--- config.mk ---
export PLATFORM = sky130hd
export DESIGN_NAME = reg_dump_reader
export DESIGN_NICKNAME = d
export VERILOG_FILES = /design/src/rtl/reg_dump_reader.sv
export SDC_FILE = /design/constraint.sdc
export NUM_CORES = 1
export LEC_CHECK = 0
export CORE_MARGIN = 1.5
export CORE_UTILIZATION = 43
export CTS_CLUSTER_SIZE = 40
export DETAILED_ROUTE_END_ITERATION = 16
export MAX_ROUTING_LAYER = met4
export PLACE_DENSITY = 0.78
export SYNTH_ARGS = -nofsm -noshare
export SYNTH_HDL_FRONTEND = slang
export SYNTH_SLANG_ARGS = --single-unit
--- constraint.sdc ---
create_clock -name clock -period 2.4 [get_ports clock]
set_clock_uncertainty 0.05 [all_clocks]
set_input_delay 0.72 -clock clock [delete_from_list [all_inputs] [get_ports clock]]
set_output_delay 0.72 -clock clock [all_outputs]
set_load 0.05 [all_outputs]
--- src/rtl/reg_dump_reader.sv ---
`default_nettype none
// ============================================================================
// Module   : reg_dump_reader
// Purpose  : Sequential readback engine for a register bank. Walks a select
//            index over NUM_REGS registers, samples each selected word and
//            streams it out on a valid/ready handshake tagged with its index.
//            Used for debug dumps without disturbing datapath writes.
// Revision : 1.0 - initial release
// ----------------------------------------------------------------------------
// Ports:
//   clock      in   system clock, rising edge
//   clear      in   asynchronous active-high reset
//   start      in   request a dump pass (only honoured when idle)
//   abort      in   synchronous cancel of an active pass
//   reg_sel    out  index driven to the register read mux
//   reg_data   in   selected register word (combinational from reg_sel)
//   out_data   out  sampled register word
//   out_index  out  index of out_data
//   out_valid  out  out_data/out_index/out_last are valid
//   out_ready  in   sink accepts the word
//   out_last   out  word belongs to index NUM_REGS-1
//   busy       out  engine is not idle
//   done       out  one-cycle pulse when a full pass completes
// ============================================================================
module reg_dump_reader #(
  parameter int DATA_WIDTH = 32,
  parameter int NUM_REGS   = 16,
  parameter int SEL_WIDTH  = 4
) (
  input  logic                  clock,
  input  logic                  clear,
  input  logic                  start,
  input  logic                  abort,
  output logic [SEL_WIDTH-1:0]  reg_sel,
  input  logic [DATA_WIDTH-1:0] reg_data,
  output logic [DATA_WIDTH-1:0] out_data,
  output logic [SEL_WIDTH-1:0]  out_index,
  output logic                  out_valid,
  input  logic                  out_ready,
  output logic                  out_last,
  output logic                  busy,
  output logic                  done
);

  localparam logic [SEL_WIDTH-1:0] c_LAST_IDX = SEL_WIDTH'(NUM_REGS - 1);
  localparam logic [SEL_WIDTH-1:0] c_IDX_ONE  = SEL_WIDTH'(1);

  typedef enum logic [1:0] {
    S_IDLE = 2'd0,
    S_READ = 2'd1,
    S_HOLD = 2'd2,
    S_DONE = 2'd3
  } state_t;

  state_t                r_state;
  logic [SEL_WIDTH-1:0]  r_idx;
  logic [SEL_WIDTH-1:0]  r_reg_sel;
  logic [DATA_WIDTH-1:0] r_out_data;
  logic [SEL_WIDTH-1:0]  r_out_index;
  logic                  r_out_valid;
  logic                  r_out_last;
  logic                  r_busy;
  logic                  r_done;

  // All outputs are registered; reg_sel is loaded one edge ahead of READ so
  // the mux output is settled when READ samples it.
  always_ff @(posedge clock or posedge clear) begin
    if (clear) begin
      r_state     <= S_IDLE;
      r_idx       <= '0;
      r_reg_sel   <= '0;
      r_out_data  <= '0;
      r_out_index <= '0;
      r_out_valid <= 1'b0;
      r_out_last  <= 1'b0;
      r_busy      <= 1'b0;
      r_done      <= 1'b0;
    end else begin
      r_done <= 1'b0;
      case (r_state)
        S_IDLE: begin
          // abort is meaningless here, so start simply wins
          if (start) begin
            r_state   <= S_READ;
            r_idx     <= '0;
            r_reg_sel <= '0;
            r_busy    <= 1'b1;
          end
        end

        S_READ: begin
          if (abort) begin
            r_state     <= S_IDLE;
            r_idx       <= '0;
            r_reg_sel   <= '0;
            r_out_valid <= 1'b0;
            r_out_last  <= 1'b0;
            r_busy      <= 1'b0;
          end else begin
            // Capture happens on this edge: a register write landing on the
            // same edge is not yet visible on reg_data, so the old value wins.
            r_out_data  <= reg_data;
            r_out_index <= r_idx;
            r_out_last  <= (r_idx == c_LAST_IDX);
            r_out_valid <= 1'b1;
            r_state     <= S_HOLD;
          end
        end

        S_HOLD: begin
          // abort takes priority over a handshake in the same cycle
          if (abort) begin
            r_state     <= S_IDLE;
            r_idx       <= '0;
            r_reg_sel   <= '0;
            r_out_valid <= 1'b0;
            r_out_last  <= 1'b0;
            r_busy      <= 1'b0;
          end else if (out_ready) begin
            r_out_valid <= 1'b0;
            if (r_idx == c_LAST_IDX) begin
              r_out_last <= 1'b0;
              r_reg_sel  <= '0;
              r_done     <= 1'b1;
              r_state    <= S_DONE;
            end else begin
              r_idx     <= r_idx + c_IDX_ONE;
              r_reg_sel <= r_idx + c_IDX_ONE;
              r_state   <= S_READ;
            end
          end
        end

        S_DONE: begin
          r_state   <= S_IDLE;
          r_idx     <= '0;
          r_reg_sel <= '0;
          r_busy    <= 1'b0;
          if (abort) begin
            r_out_valid <= 1'b0;
            r_out_last  <= 1'b0;
          end
        end

        default: begin
          r_state <= S_IDLE;
          r_busy  <= 1'b0;
        end
      endcase
    end
  end

  assign reg_sel   = r_reg_sel;
  assign out_data  = r_out_data;
  assign out_index = r_out_index;
  assign out_valid = r_out_valid;
  assign out_last  = r_out_last;
  assign busy      = r_busy;
  assign done      = r_done;

endmodule
`default_nettype wire

# Word level (Yosys, flattened, before mapping)
# Index checks and enable logic that the tools add are counted.
# totals
regBits,50
in_bits,37
out_inout_bits,44
# classes
n_addsub,1
eq_ne,11
muxes,32
bitwise_logic,1
reduce_logical,10
# op_table
op,n
$mux 4,8
$pmux 4 s4,2
$mux 1,13
$mux 2,5
$ne 3x3->1 const B,3
$pmux 1 s3,3
$pmux 2 s4,1
$reduce_and 4->1,2
$ne 2x2->1 const B,3
$reduce_and 2->1,3
$reduce_and 3->1,2
$add 4x1->4 const B,1
$eq 2x2->1 const B,2
$eq 4x4->1 const B,1
$reduce_bool 3->1,1
$eq 2x1->1 const B,1
$logic_not 2->1,1
$ne 2x1->1 const B,1
$reduce_or 2->1,1
$not 1->1,1

# Depth between registers and ports, before layout
# logic_depth
ltp_word,5
ltp_mapped,7
ltp_nobuf,6

# Worst setup path after synthesis
# Ideal clock, no wire load.
# synth_timing
kind,in2reg
from,input out_ready
to,register r_idx[0]
arrival_ns,1.490
required_ns,2.225
setup_slack_ns,0.735
path_stages,5
n_path_buf,1
path_cell_list,nor3b_2 > or3_1 > buf_6 > nor2_4 > mux2_2
# synth_between
elab_chain_len,2
# synth_rtl
element,line_no,rtl
"start, declared",39,"input logic out_ready,"
$ne 3x3->1 (no line),n/a,
$reduce_and 4->1 (no line),n/a,
"end signal, assigned",127,r_idx <= r_idx + c_IDX_ONE;
"end, declared",56,logic [SEL_WIDTH-1:0] r_idx;
# Every way passes these cells.
# A chain may end at the register's enable or synchronous reset.

# Final worst setup path
# layout_timing
from,register r_out_data[28] (netlist: out_data[28])
to,output out_data[28]
# layout_lines
element,line_no,rtl
"start, declared",58,logic [DATA_WIDTH-1:0] r_out_data;
"start signal, assigned",102,r_out_data <= reg_data;
"end, declared",36,"output logic [DATA_WIDTH-1:0] out_data,"
# No word-level cell between the ends.

==> key figures <==
Clocking
  • Postcts setup bufs: 0
  • Post-CTS Hold Fix Bufs: 0
  • Num CTS Buffers: 5
  • Sink Count: 50
  • Clk Latency, worst-skew pair: 0.29 ns
  • Root Driver: clkbuf_8
  • CTS H-tree lvls: 2
  • CTS tree: yes
  • Clock-pin slew on the worst setup and hold paths: 0.08 ns
  • Cts repair resizes: 0
  • CTS max path bufs: 2

Hold path
  • Hold depth: 2
  • Hold Path Class: reg2reg
  • Hold endpoint: out_data[20]
  • Hold Crit Start: out_data[20]

Global routing
  • Antenna violations before repair: 0
  • Largest net degree at the start of global routing: 37
  • Gr ovfl total: 0
  • Vias in the first global route: about 1700
  • Wire length of the first global-routing pass: 7610 um
  • GRT Util Overall: ~19%

Placed design
  • Placement-stage cell area: 3020 um^2
  • # port buffers: 80
  • Post-DP HPWL: 3430 um
  • Placed insts: between 300 and 400
  • Place WS: -0.0192 ns
  • GP Congestion: around 0.85

Logic synthesis
  • Post-Syn Area per Cell: 9.42 um^2
  • YS warnings: 0
  • Post-synth EDFFs: 0
  • Yosys reg bits: 50
  • Post-synthesis cell count: 224
  • Top area cells in the synthesized netlist: dfrtp_1 59%, nand2_1 21%, ha_1 3.6%
  • Post-synth ARST share: 100%
  • Synth unique cells: 29
  • Simple-Gate Fraction of Synth Area: around a quarter
  • Share of the synthesized area in the top cell type: a little under 60%
  • Mux cell area share after synthesis: 1.60%
  • Register area share after synthesis: 59.3%
  • Area leader, netlist: dfrtp_1
  • Post-Synth Adder-Cell Area: around 3.6%
  • Synthesized net count: about 270
  • Main synth FF type: dfrtp_1
  • Main combinational cell family by area after synthesis: simple AND/OR/NAND/NOR gates
  • Synth Area in Compound Gates: approximately 4.9%
  • Post-Syn Area: 2110 um^2
  • Xor/xnor share of the synthesized area: 0.830%

Finish
  • Commonest cells after routing, fill and taps aside: 117 x nand2_1, 80 x clkdlybuf4s50_1, 50 x dfrtp_1, 6 x ha_1, 6 x clkbuf_8
  • Final Util: 65.6%
  • Multi-input gate area: 791 um^2
  • Most common cell after layout, fill and taps aside: nand2_1
  • Layout fillers: ~420
  • Syn-to-layout area delta: 46.9%
  • Layout cell share with drive strength beyond 1: ~6.8%
  • Design Area, Final: about 3100 um^2
  • Layout net count: ~350
  • Register area: 1250 um^2
  • Post-route non-filler standard cell count: 375
  • Diodes inserted: 0

STA
  • Worst Max-Slew Pin Slew: 0.522 ns
  • Peak Freq: 446 MHz
  • Worst rel slew slack: 65.1%
  • Final hold vios: 0
  • Period utilization: a little over 90%
  • Setup tns final: 0 ns
  • Finish-stage setup viols: 0
  • Fin crit period: roughly 2.2 ns
  • RSZ-0062 raised after global routing: false
  • Final worst slack: 0.159 ns
  • Max Slew Vio Count: 0
  • WHS: 0.426 ns

Detailed routing
  • Met3 wire len: 321 um
  • Met2 WL post-DR: 2230 um
  • Top layer in use: met4
  • Antenna viol nets, final: 0
  • Routed via count: approximately 1800
  • Routed WL per cell: 12.4 um
  • DR vias/cell: approximately 4.7
  • DRT met1 WL: 2080 um
  • Routed wire length: around 4700 um
  • Detailed Routing Iterations Pass 1: 4
  • DRC viols: 0
  • DR iter-0 viols: between 50 and 60

Power and ir drop
  • Pwr dens: 1340 nW/um^2
  • Overall Power: 4.14 mW
  • Lkg Pwr: 1.54 nW
  • Largest vdd supply drop: a little over 0.0007 V

Worst setup path
  • Crit path cell chain: clkdlybuf4s50_1
  • Critical path class: reg2out
  • Crit path DAT: 1.47 ns
  • Reg2reg setup slack: 0.48 ns
  • CP Buf/Inv Count: 1
  • R2R depth: 6
  • Max FO, Critical Path: 2
  • Setup crit end kind: output pin
  • CP max stage delay: 0.82 ns
  • Crit Reg-Reg Endpoint: r_idx[3]
  • Element type at the critical path start: register
  • CP Data Required Time: 1.63 ns
  • R2R Path Start: r_state[1]
  • CP max-delay cell: clkdlybuf4s50_1
  • Top delay family on crit path: buffers and inverters

Run
  • Max Cap Viol: 0

Floorplan
  • Std-Cell Rows: 25
  • DIE HEIGHT: ~73 um
  • Initial Utilization: 44.7%
  • DIE AREA: 5330 um^2
  • Die W: 73.0 um
  • Core ar.: 4720 um^2
  • I/O pin total: 81

Status
  • Outcome: completed
[registers in the layout, summed over array words and instances, names as in the netlist]
signal     flops
out_last       1
out_data      32
busy           1
r_idx          4
done           1
reg_sel        4
out_valid      1
out_index      4
r_state        2
[tightest hold or removal path, delay by kind of cell, from the launching register on]
family	cells	cell delay (ns)
AND/OR/NAND/NOR	2	0.10
flip-flops	1	0.35
[worst max path at each step]
stage	slack (ns)	endpoint	start	cells after the start
after CTS	0.15	reg_sel[1]	reg_sel[1]	1
after floorplan	0.43	busy	clear	1
final	0.16	out_data[28]	out_data[28]	1
after global routing	0.11	out_data[12]	out_data[12]	1
after global placement	0.05	reg_sel[1]	abort	4
after detailed placement	-0.02	r_idx[3]	abort	5
[layer usage]
layer	vias up	GRT usage (%)
li1	867	-
met1	820	24.3
met2	69	30.4
met3	4	5.11
met4	0	5.45
met5	-	-
[logic make-up (layout without fill, tap and decap cells)]
group | count (synthesis) | after routing
AND/OR/NAND/NOR | 133 | 133
multiplexers | 3 | 3
AO/OA/AOI/OAI | 17 | 17
adder cells (fa/ha/maj) | 6 | 6
XOR/XNOR | 2 | 2
buffers and inverters | 13 | 97
flip-flops | 50 | 50
[power by group]
group	leakage (nW)	internal [mW]	switching (mW)
clock network	0.0431	0.223	0.248
logic	0.850	0.787	1.58
registers	0.643	1.14	0.163
total	1.54	2.15	1.99
[cell type report]
| type | count | share of cell area [%] |
|---|---|---|
| timing repair buffer | 86 | 28.1 |
| inverter | 5 | 0.606 |
| sequential | 50 | 40.4 |
| clock buffer | 6 | 2.67 |
| multi-input combinational | 161 | 25.5 |
| tap | 67 | 2.71 |
[cell usage after synthesis (2+ instances only)]
| cell type | number |
|---|---|
| inv_1 | 5 |
| a22o_1 | 2 |
| a21o_1 | 2 |
| clkbuf_1 | 3 |
| nand3_1 | 2 |
| buf_2 | 3 |
| buf_6 | 2 |
| nor2_1 | 2 |
| ha_1 | 6 |
| nor2b_1 | 2 |
| mux2_2 | 3 |
| o21ai_1 | 2 |
| a21oi_1 | 4 |
| dfrtp_1 | 50 |
| o21ai_0 | 5 |
| nand2_1 | 117 |
| xor2_1 | 2 |
Power figures use the tool's default switching activity.
